$ cat config.mk
export PLATFORM = sky130hd
export DESIGN_NAME = sw_fsm_nibble
export DESIGN_NICKNAME = d
export VERILOG_FILES = /design/src/rtl/sw_fsm_pkg.sv /design/src/rtl/switch_debounce.sv /design/src/rtl/sw_fsm_nibble.sv
export SDC_FILE = /design/constraint.sdc
export NUM_CORES = 1
export LEC_CHECK = 0
export ABC_AREA = 1
export BUFFER_PORTS_ARGS = -buffer_cell sky130_fd_sc_hd__buf_2
export CELL_PAD_IN_SITES_DETAIL_PLACEMENT = 0
export CELL_PAD_IN_SITES_GLOBAL_PLACEMENT = 1
export CORE_ASPECT_RATIO = 0.7
export CORE_UTILIZATION = 49
export CTS_CLUSTER_SIZE = 16
export DETAILED_ROUTE_END_ITERATION = 6
export PLACE_DENSITY = 0.91
export SLEW_MARGIN = 10
export SYNTH_ARGS = -nofsm -noshare
export SYNTH_HDL_FRONTEND = slang
export SYNTH_SLANG_ARGS = --single-unit
$ cat constraint.sdc
create_clock -name clk -period 4 [get_ports clk]
set_clock_uncertainty 0.2 [all_clocks]
set_input_delay 0.4 -clock clk [delete_from_list [all_inputs] [get_ports clk]]
set_output_delay 0.4 -clock clk [all_outputs]
set_load 0.01 [all_outputs]
$ cat src/rtl/sw_fsm_pkg.sv
// Shared types for the switch-driven nibble source: FSM state codes and
// event-pair decode values ({ev1, ev0}).
package sw_fsm_pkg;

    typedef enum logic [1:0] {
        S0 = 2'b00,
        S1 = 2'b01,
        S2 = 2'b10,
        S3 = 2'b11
    } state_t;

    // Event pair is packed as {ev1 (backward), ev0 (forward)}
    localparam logic [1:0] EV_NONE = 2'b00;
    localparam logic [1:0] EV_FWD  = 2'b01;
    localparam logic [1:0] EV_BWD  = 2'b10;
    localparam logic [1:0] EV_CLR  = 2'b11;

endpackage

$ cat src/rtl/switch_debounce.sv
// One raw switch: 2-flop synchroniser, stable-count debouncer and a registered
// single-cycle rising-edge event.
module switch_debounce #(
    parameter int unsigned DEBOUNCE_CYCLES = 50000
) (
    input  logic clk_i,
    input  logic rst_i,
    input  logic sw_i,
    output logic ev_o
);

    localparam int unsigned CNT_W = $clog2(DEBOUNCE_CYCLES);
    localparam logic [CNT_W-1:0] CntMax = CNT_W'(DEBOUNCE_CYCLES - 1);

    logic             sync1_q, sync2_q;
    logic             deb_q, deb_d;
    logic             deb_dly_q;
    logic             ev_q;
    logic [CNT_W-1:0] cnt_q, cnt_d;

    // Any cycle agreeing with the accepted level restarts the stability count
    always_comb begin
        deb_d = deb_q;
        cnt_d = '0;
        if (sync2_q != deb_q) begin
            if (cnt_q == CntMax) begin
                deb_d = ~deb_q;
            end else begin
                cnt_d = cnt_q + CNT_W'(1);
            end
        end
    end

    always_ff @(posedge clk_i or posedge rst_i) begin
        if (rst_i) begin
            sync1_q   <= 1'b0;
            sync2_q   <= 1'b0;
            deb_q     <= 1'b0;
            cnt_q     <= '0;
            deb_dly_q <= 1'b0;
            ev_q      <= 1'b0;
        end else begin
            sync1_q   <= sw_i;
            sync2_q   <= sync1_q;
            deb_q     <= deb_d;
            cnt_q     <= cnt_d;
            deb_dly_q <= deb_q;
            ev_q      <= deb_q & ~deb_dly_q;
        end
    end

    assign ev_o = ev_q;

endmodule

$ cat src/rtl/sw_fsm_nibble.sv
// Switch-stepped nibble source for the hex display: forward/backward presses
// walk a 4-state FSM plus a 2-bit wrap counter, i.e. a mod-16 up/down counter.
module sw_fsm_nibble
    import sw_fsm_pkg::*;
#(
    parameter int unsigned DEBOUNCE_CYCLES = 50000
) (
    input  logic       clk,
    input  logic       rst,
    input  logic       sw0,
    input  logic       sw1,
    output logic [3:0] nibble,
    output logic [1:0] state,
    output logic       step_pulse
);

    logic       ev0, ev1;
    logic [1:0] ev_pair;
    state_t     state_q, state_d;
    logic [1:0] wrap_q, wrap_d;
    logic       pulse_q, pulse_d;

    switch_debounce #(
        .DEBOUNCE_CYCLES(DEBOUNCE_CYCLES)
    ) u_deb_fwd (
        .clk_i(clk),
        .rst_i(rst),
        .sw_i (sw0),
        .ev_o (ev0)
    );

    switch_debounce #(
        .DEBOUNCE_CYCLES(DEBOUNCE_CYCLES)
    ) u_deb_bwd (
        .clk_i(clk),
        .rst_i(rst),
        .sw_i (sw1),
        .ev_o (ev1)
    );

    assign ev_pair = {ev1, ev0};

    always_comb begin
        state_d = state_q;
        wrap_d  = wrap_q;
        pulse_d = 1'b0;
        case (ev_pair)
            EV_FWD: begin
                state_d = state_t'(state_q + 2'd1);
                if (state_q == S3) wrap_d = wrap_q + 2'd1;
                pulse_d = 1'b1;
            end
            EV_BWD: begin
                state_d = state_t'(state_q - 2'd1);
                if (state_q == S0) wrap_d = wrap_q - 2'd1;
                pulse_d = 1'b1;
            end
            EV_CLR: begin
                state_d = S0;
                wrap_d  = 2'd0;
                pulse_d = 1'b1;
            end
            default: ;
        endcase
    end

    always_ff @(posedge clk or posedge rst) begin
        if (rst) begin
            state_q <= S0;
            wrap_q  <= 2'd0;
            pulse_q <= 1'b0;
        end else begin
            state_q <= state_d;
            wrap_q  <= wrap_d;
            pulse_q <= pulse_d;
        end
    end

    assign nibble     = {wrap_q, state_q};
    assign state      = state_q;
    assign step_pulse = pulse_q;

endmodule

Word level (Yosys, flattened, before mapping)
Cells that the tools add are included. W data, S select, Z words.

Bitwise gates (word level): 6. Add/sub/neg operators: 6. Mux-type cells: 9. Reductions and logical operators: 6. Equal/unequal tests: 10.

Operators by type and width (count): $mux W16 (4); $add A16 B1 Y16 const B (2); $eq A16 B16 Y1 const B (2); $pmux W2 S3 (2); $eq A2 B2 Y1 const B (3); $add A2 B1 Y2 const B (2); $mux W2 (2); $ne A2 B2 Y1 const B (2); $not A1 Y1 (4); $reduce_and A2 Y1 (2); $sub A2 B1 Y2 const B (2); $reduce_and A3 Y1 (1); $reduce_bool A3 Y1 (1); $reduce_or A3 Y1 (1); $and A1 B1 Y1 (2); $eq A2 B1 Y1 const B (1); $logic_not A2 Y1 (1); $ne A1 B1 Y1 (2); $mux W1 (1).

Register bits after elaboration: 47. Input port bits: 4. Output and inout bits: 7. Word-level logic and storage cells: 52.

Logic depth before layout (Yosys ltp)
Gate-level depths: netlist of run 1.

Word-level depth: 3. Gate-level depth with buffers: 7. Depth with buffers taken out: 7.

Cells and area by module
A second synthesis of run 1 with hierarchy kept.

Cell total of the unflattened synthesis: 307. Area, all modules: 2457.4 µm².

Modules (own cells, without submodules): switch_debounce (cells each 133, area an instance 1078.5 µm², sequential area each 525.5 µm², times used 2); sw_fsm_nibble (cells each 41, area an instance 300.3 µm², sequential area each 125.1 µm², times used 1).

Worst setup path before layout of run 1
No wires, ideal clock.

Path kind: register to register. From: register u_deb_fwd.cnt_q[0]. To: register u_deb_fwd.cnt_q[8]. Clock period less this slack: 1.402 ns. Path slack: 2.598 ns. Path buffers: 0. Arrival: 1.082 ns. Stages on the path, launching flop included: 7. Required time: 3.680 ns. Setup time: 0.120 ns. Cells stage by stage: dfrtp_1 ha_1 nand3_2 nor3_2 nand2_2 nand2_2 nor2_1.

Longest elaborated chain between the ends: 3. Elaborated cells on any way between the ends: 4. Those cells by class: add/sub: 1; eq/ne: 1; mux: 2.

Ends and longest elaborated chain: start, declared (line switch_debounce.sv:19) `logic [CNT_W-1:0] cnt_q, cnt_d;`; start signal, assigned (line switch_debounce.sv:46) `cnt_q <= cnt_d;`; $add A16 B1 Y16 / $eq A16 B16 Y1 (equally long branches) (line switch_debounce.sv:29, switch_debounce.sv:26); $mux W16 (*) (line switch_debounce.sv:26) `if (cnt_q == CntMax) begin`; $mux W16 (*) (line switch_debounce.sv:25) `if (sync2_q != deb_q) begin`; named net u_deb_fwd.cnt_d[8] (line switch_debounce.sv:19).

Mark *: on every way through the listed nets, which the timed path passes. The rest lies on a longest branch. A chain may end at the register's enable or synchronous reset.

Worst setup path after layout of run 1
From: register u_deb_bwd.cnt_q[0]. To: register u_deb_bwd.cnt_q[8].

Longest elaborated chain between the ends: 3. Elaborated cells on any way between the ends: 4. Those cells by class: add/sub: 1; eq/ne: 1; mux: 2.

Ends and longest elaborated chain (line): start, declared (switch_debounce.sv:19); start signal, assigned (switch_debounce.sv:46); $add A16 B1 Y16 / $eq A16 B16 Y1 (equally long branches) (switch_debounce.sv:29, switch_debounce.sv:26); $mux W16 (*) (switch_debounce.sv:26); $mux W16 (*) (switch_debounce.sv:25); named net u_deb_bwd.cnt_d[8] (switch_debounce.sv:19).

Marked as above.

==> summary.md, run 1 <==
| Metric | Value |
|---|---|
| Outcome | finished, violations left |
| Failing checks | design-rule violations |
| Worst R2R Path Depth | 6 |
| Clock Latency Late Sink | 0.29 ns |
| GP Congestion | 0.8185 |
| Pwr dens | 315.5 nW/um^2 |
| Area of placed instances | 2425 um^2 |
| H-tree levels | 2 |
| Vias in the first global route | 1,583 |
| Fin nets | 307 |
| CTS clk-pin slew, worst paths | 0.08 ns |
| DR vias | 1,789 |
| Leak pwr | 0.001196 uW |
| FP Rows | 20 |
| Hold_ws | 0.1178 ns |
| Drt pass-1 iters | 7 |
| Final Max Tran Viols | 0 |
| Antenna diodes | 0 |
| Final WL | 4461 um |
| Part of the cycle the worst path needs | 0.3977 |
| Global-route wire length before repair | 7624 um |
| WL/cell | 12.50 um |
| Post-layout instance area | 2526 um^2 |
| Worst setup EP type | flip-flop |
| R2R setup slack | 2.41 ns |
| Post-synth cell types | 25 |
| Setup CP Type | flip-flop to flip-flop |
| Share of layout cells above drive strength 1 | 0.1060 |
| Seq cells post-synth | 47 |
| HPWL after DPL | 3296 um |
| Vias/cell | 5.011 |
| Post-Syn Area | 2321 um^2 |
| # clock sinks | 47 |
| Initial core utilization | 0.5211 |
| RSZ-0062 raised after global routing | no |
| CTS-repair resized insts | 0 |
| Fmax | 0.6286 GHz |
| Die Span Y | 59.58 um |
| FF-to-FF End | u_deb_bwd.cnt_q[8] |
| Core Footprint | 4454 um^2 |
| Worst EP arrival | 1.58 ns |
| Initial antenna violation count | 0 |
| # DRC | 4 |
| Clock Path Buffers | 2 |
| Syn Nets | 290 |
| CP required | 3.99 ns |
| Area growth syn-to-layout | 8.841% |
| I/O pin cnt | 11 |
| Worst reg2reg startpoint | u_deb_bwd.cnt_q[0] |
| Sequential-to-total area share from yosys stat | 0.5067 |
| GR Overflow Total | 0 |
| Detail Route Antenna Nets | 0 |
| Final Hold Violating Endpoints | 0 |
| Total GRT Usage | 0.1999 |
| I/O Buffers | 10 |
| Crit start category | flip-flop |
| Max cap viols | 0 |
| Critical path peak fanout | 8 |
| Synthesized instance count | 284 |
| Hold crit path type | input pin to async pin |
| Fillers | 421 |
| First DRT Iteration DRCs | 169 |
| Final setup violation count | 0 |
| Rel. slew slack | 0.3653 |
| Clock root buffer | clkbuf_8 |
| Total CTS buffers | 5 |
| Worst IR drop on VDD | 0.0001632 V |
| TNS Setup | 0 ns |
| YS warnings | 0 |
| Largest net degree at the start of global routing | 48 |
| Final Critical Period | 1.591 ns |
| Die Width | 84.26 um |
| Synthesized area per cell | 8.172 um^2 |
| Post-CTS Setup Inserts | 0 |
| Die ar. | 5020 um^2 |
| Worst Max-Slew Pin Slew | 0.9507 ns |
| CTS tree | yes |
## report_power, final
part,total [uW],leakage [uW],internal [uW],switching [uW]
combinational,30.6,0.000511,9.22,21.4
clock,279,0.0000422,123,156
sequential,488,0.000642,482,6.15
total,797,0.00120,614,183
## layout by cell type, fill, tap and decap left out, types with 6 or more instances in the layout
master	synthesis	final
o21ai_0	6	6
buf_2	0	10
dfrtp_1	47	47
nand3_1	23	23
inv_1	32	31
xor2_1	11	11
a21oi_1	6	6
nor2_1	66	66
nand2_1	54	54
## logic make-up after synthesis
group           Yosys count  synth area share
xor+xnor                 17           0.06739
compound gates           20           0.04852
fa+ha+maj                 2           0.01078
simple gates            163            0.3067
flops                    47            0.5067
buf+inv                  35           0.05984
## worst max-delay path by stage
stage                                  start            endpoint  slack, ns  cells past startpoint
final                     u_deb_bwd.cnt_q[0]  u_deb_bwd.cnt_q[8]       2.41                      6
after global routing      u_deb_bwd.cnt_q[0]  u_deb_bwd.cnt_q[4]       2.24                      6
after CTS                 u_deb_bwd.cnt_q[0]  u_deb_bwd.cnt_q[8]       2.40                      6
after detailed placement  u_deb_bwd.cnt_q[0]  u_deb_bwd.cnt_q[8]       2.41                      6
after global placement    u_deb_fwd.cnt_q[0]  u_deb_fwd.cnt_q[8]       2.44                      6
after floorplan                          rst            state[0]       2.28                      1
## registers in the layout, indices dropped and copies added, names as in the netlist, 2 cells and up
name / cells
u_deb_fwd.cnt_q: 16
u_deb_bwd.cnt_q: 16
state: 2
wrap_q: 2
## per-layer routing
layer / wire length [um] / vias to the layer above / global-route usage
met5: 0 / - / 0
met4: 18 / 0 / 0.05911
met3: 278 / 2 / 0.04596
met2: 1653 / 50 / 0.2541
met1: 2510 / 816 / 0.3259
li1: - / 921 / -
## worst max-delay path, cell delays in order (launching register included)
cell     delay (ns)
dfrtp_1        0.41
ha_1           0.21
nand3_1        0.14
nor3_2         0.15
nand2_2        0.15
nand2_2        0.17
nor2_1         0.07
## per-stage QoR
step	setup slack, ns	utilization	std cells	total power (uW)
finish	2.409	0.5671	357	796.9
global route	2.245	0.5671	357	834.3
CTS	2.401	0.5649	356	804.9
detailed placement	2.411	0.5444	347	527.2
global placement	2.441	0.5444	347	527.1
floorplan	2.284	-	284	517.9
## Yosys cell counts
| master | count | area [um^2] |
|---|---|---|
| nor2_1 | 66 | 247.7 |
| nand2_1 | 54 | 202.7 |
| dfrtp_1 | 47 | 1176 |
| inv_1 | 32 | 120.1 |
| nand3_1 | 23 | 115.1 |
| xor2_1 | 11 | 96.34 |
| a21oi_1 | 6 | 30.03 |
| o21ai_0 | 6 | 30.03 |
| nand4_1 | 5 | 31.28 |
| xnor2_1 | 5 | 43.79 |
| nand2_2 | 4 | 25.02 |
| a31oi_1 | 3 | 18.77 |
| nor2_2 | 3 | 18.77 |
| o21bai_1 | 3 | 22.52 |
| buf_4 | 2 | 15.01 |
| ha_1 | 2 | 25.02 |
| nor3_1 | 2 | 10.01 |
| nor3_2 | 2 | 20.02 |
| nor3b_2 | 2 | 25.02 |
| inv_2 | 1 | 3.750 |
| nand3_2 | 1 | 10.01 |
| o21ai_1 | 1 | 5.000 |
| o22ai_1 | 1 | 6.260 |
| or2_2 | 1 | 6.260 |
| xor2_2 | 1 | 16.27 |
## timing repair
action / in CTS / in global routing
hold buffers: 1 / 1
endpoints found under the setup margin: 0 / 0
endpoints found under the hold margin: 1 / 1
## area by class of cell
cell class,count,area (um^2),area share
Multi-Input combinational cell,202,1006,0.3982
Clock buffer,7,76.32,0.03021
Inverter,33,123.9,0.04903
Timing Repair Buffer,12,70.07,0.02774
Sequential cell,47,1176,0.4656
Clock inverter,1,5.005,0.001981
Tap cell,55,68.82,0.02724
(Power assumes the default switching activity.)
==> inputs of run 2 (changes only) <==
--- a/config.mk
+++ b/config.mk
@@ -10,10 +10,10 @@
 export CELL_PAD_IN_SITES_DETAIL_PLACEMENT = 0
 export CELL_PAD_IN_SITES_GLOBAL_PLACEMENT = 1
 export CORE_ASPECT_RATIO = 0.7
-export CORE_UTILIZATION = 49
+export CORE_UTILIZATION = 46
 export CTS_CLUSTER_SIZE = 16
 export DETAILED_ROUTE_END_ITERATION = 6
-export PLACE_DENSITY = 0.91
+export PLACE_DENSITY = 0.87
 export SLEW_MARGIN = 10
 export SYNTH_ARGS = -nofsm -noshare
 export SYNTH_HDL_FRONTEND = slang
==> constraint.sdc (replaced) <==
create_clock -name clk -period 1.6 [get_ports clk]
set_clock_uncertainty 0.2 [all_clocks]
set_input_delay 0.16 -clock clk [delete_from_list [all_inputs] [get_ports clk]]
set_output_delay 0.16 -clock clk [all_outputs]
set_load 0.01 [all_outputs]
==> summary.md, run 2 (synthesis results as in run 1) <==
| Metric | Value |
|---|---|
| Vias/cell | 4.802 |
| Clock Path Buffers | 2 |
| H-tree levels | 2 |
| Fin worst setup slack | 0.07932 ns |
| Worst EP arrival | 1.56 ns |
| Pwr dens | 815.7 nW/um^2 |
| Clock Latency Late Sink | 0.30 ns |
| Fmax | 0.6576 GHz |
| Area growth syn-to-layout | 16.28% |
| Worst setup EP type | flip-flop |
| Antenna diodes | 0 |
| # DRC | 0 |
| Largest net degree at the start of global routing | 48 |
| Total GRT Usage | 0.1924 |
| I/O Buffers | 10 |
| CTS tree | yes |
| Worst IR drop on VDD | 0.0003789 V |
| GP Congestion | 0.8100 |
| HPWL after DPL | 3298 um |
| Fillers | 445 |
| Critical path peak fanout | 4 |
| Worst Max-Slew Pin Slew | 0.3700 ns |
| Largest registers | u_deb_bwd.cnt_q x16, u_deb_fwd.cnt_q x16 |
| Total CTS buffers | 5 |
| Max cap viols | 0 |
| Final Hold Violating Endpoints | 0 |
| Setup CP Type | flip-flop to flip-flop |
| CTS clk-pin slew, worst paths | 0.09 ns |
| Max incr delay on CP | 0.44 ns |
| Setup Slack @ Placement | 0.02469 ns |
| GR Overflow Total | 0 |
| Drt pass-1 iters | 4 |
| Initial antenna violation count | 0 |
| Detail Route Antenna Nets | 0 |
| Initial core utilization | 0.4827 |
| Final Critical Period | 1.521 ns |
| Crit-path leading delay family | simple AND/OR/NAND/NOR gates |
| TNS Setup | 0 ns |
| Outcome | finished clean |
| FP Rows | 21 |
| # clock sinks | 47 |
| Worst Path Buf+Inv | 2 |
| Final WL | 4548 um |
| Die ar. | 5338 um^2 |
| Most common cell after layout, fill and taps aside | nor2_1 |
| Final Max Tran Viols | 0 |
| CP max-delay cell | dfrtp_1 |
| Crit start category | flip-flop |
| Fin nets | 315 |
| Die Span Y | 61.43 um |
| CP required | 1.64 ns |
| Final setup violation count | 0 |
| Rel. slew slack | 0.7525 |
| Hold crit path type | flip-flop to flip-flop |
| First DRT Iteration DRCs | 97 |
| Die Width | 86.90 um |
| Part of the cycle the worst path needs | 0.9504 |
| Clock root buffer | clkbuf_8 |
| Share of layout cells above drive strength 1 | 0.1452 |
| CP Cell Sequence | buf_4 > inv_1 > nor2_1 > nand2_1 > o21ai_0 > nand3_1 > nor2_1 |
| I/O pin cnt | 11 |
| WL/cell | 12.00 um |
| Commonest cells after routing, fill and taps aside | nor2_1 (65), nand2_1 (54), dfrtp_1 (47) |
| DR vias | 1,820 |
| Leak pwr | 0.001257 uW |
| CP dominant cell by count | nor2_1 |
| Global-route wire length before repair | 7507 um |
| Vias in the first global route | 1,497 |
| Core Footprint | 4808 um^2 |
run 2: cell count changes in the layout (fill, tap and decap cells not counted), moves of 2 or more:
cell,delta
buf_4,+6
clkbuf_1,-2
ha_1,-2
nand2_2,-2
nand2_4,+2
run 2: metal layers:
metal	global-route usage	part of all wire	vias up	wire length, um
met5	0	0	-	0
met4	0.07143	0.012	0	54
met3	0.05228	0.037	4	169
met2	0.2272	0.37	35	1686
met1	0.3168	0.58	839	2638
li1	-	-	942	-
run 2: cell type report:
type                    count  area, um^2  area share
clock buffers               5       68.82     0.02550
clock inverters             3       43.79     0.01623
multi-input cells         202        1055      0.3908
flip-flops and latches     47        1176      0.4358
well taps                  69       86.33     0.03199
inverters                  33       123.9     0.04590
repair buffers             20       145.1     0.05378
run 2: where the power goes:
group | internal [uW] | switching (uW)
logic | 40.6 | 59.3
clock network | 466 | 415
registers | 1200 | 17.6
run 2: worst register-to-register path, stage by stage, from the launching register on:
cell	delay [ns]
dfrtp_1	0.44
buf_4	0.14
inv_1	0.03
nor2_1	0.09
nand2_1	0.15
o21ai_0	0.21
nand3_1	0.11
nor2_1	0.10
run 2: worst paths after layout:
| kind | startpoint | end | slack, ns | cells past startpoint |
|---|---|---|---|---|
| setup / recovery | u_deb_fwd.cnt_q[0] | u_deb_fwd.cnt_q[11] | 0.08 | 7 |
| hold / removal | u_deb_fwd.sync1_q | u_deb_fwd.sync2_q | 0.15 | 0 |
| setup reg to reg | u_deb_fwd.cnt_q[0] | u_deb_fwd.cnt_q[11] | 0.08 | 7 |
| hold reg to reg | u_deb_fwd.sync1_q | u_deb_fwd.sync2_q | 0.15 | 0 |
| max in group asynchronous | rst | u_deb_fwd.sync1_q | 0.75 | 4 |
| min in group asynchronous | rst | u_deb_fwd.cnt_q[10] | 0.23 | 4 |
run 2: metrics by stage:
| step | cells | total power (uW) | util | hold WS (ns) | area [um^2] |
|---|---|---|---|---|---|
| 6_report | 379 | 2202 | 0.5613 | 0.1482 | 2699 |
| 4_1_cts | 375 | 2213 | 0.5449 | 0.1478 | 2620 |
| 3_3_place_gp | 364 | 1325 | 0.5152 | 0.01445 | 2477 |
| 3_5_place_dp | 364 | 1328 | 0.5152 | 0.01892 | 2477 |
| 5_1_grt | 379 | 2287 | 0.5613 | 0.1492 | 2699 |
| 2_1_floorplan | 284 | 1295 | - | -0.008570 | 2321 |
run 2: repair_timing:
item / in CTS / in global routing
resized for setup: 0 / 9
setup endpoints to repair: 0 / 23
endpoints found under the hold margin: 49 / 0
hold buffers: 3 / 0
buffers inserted: 0 / 4
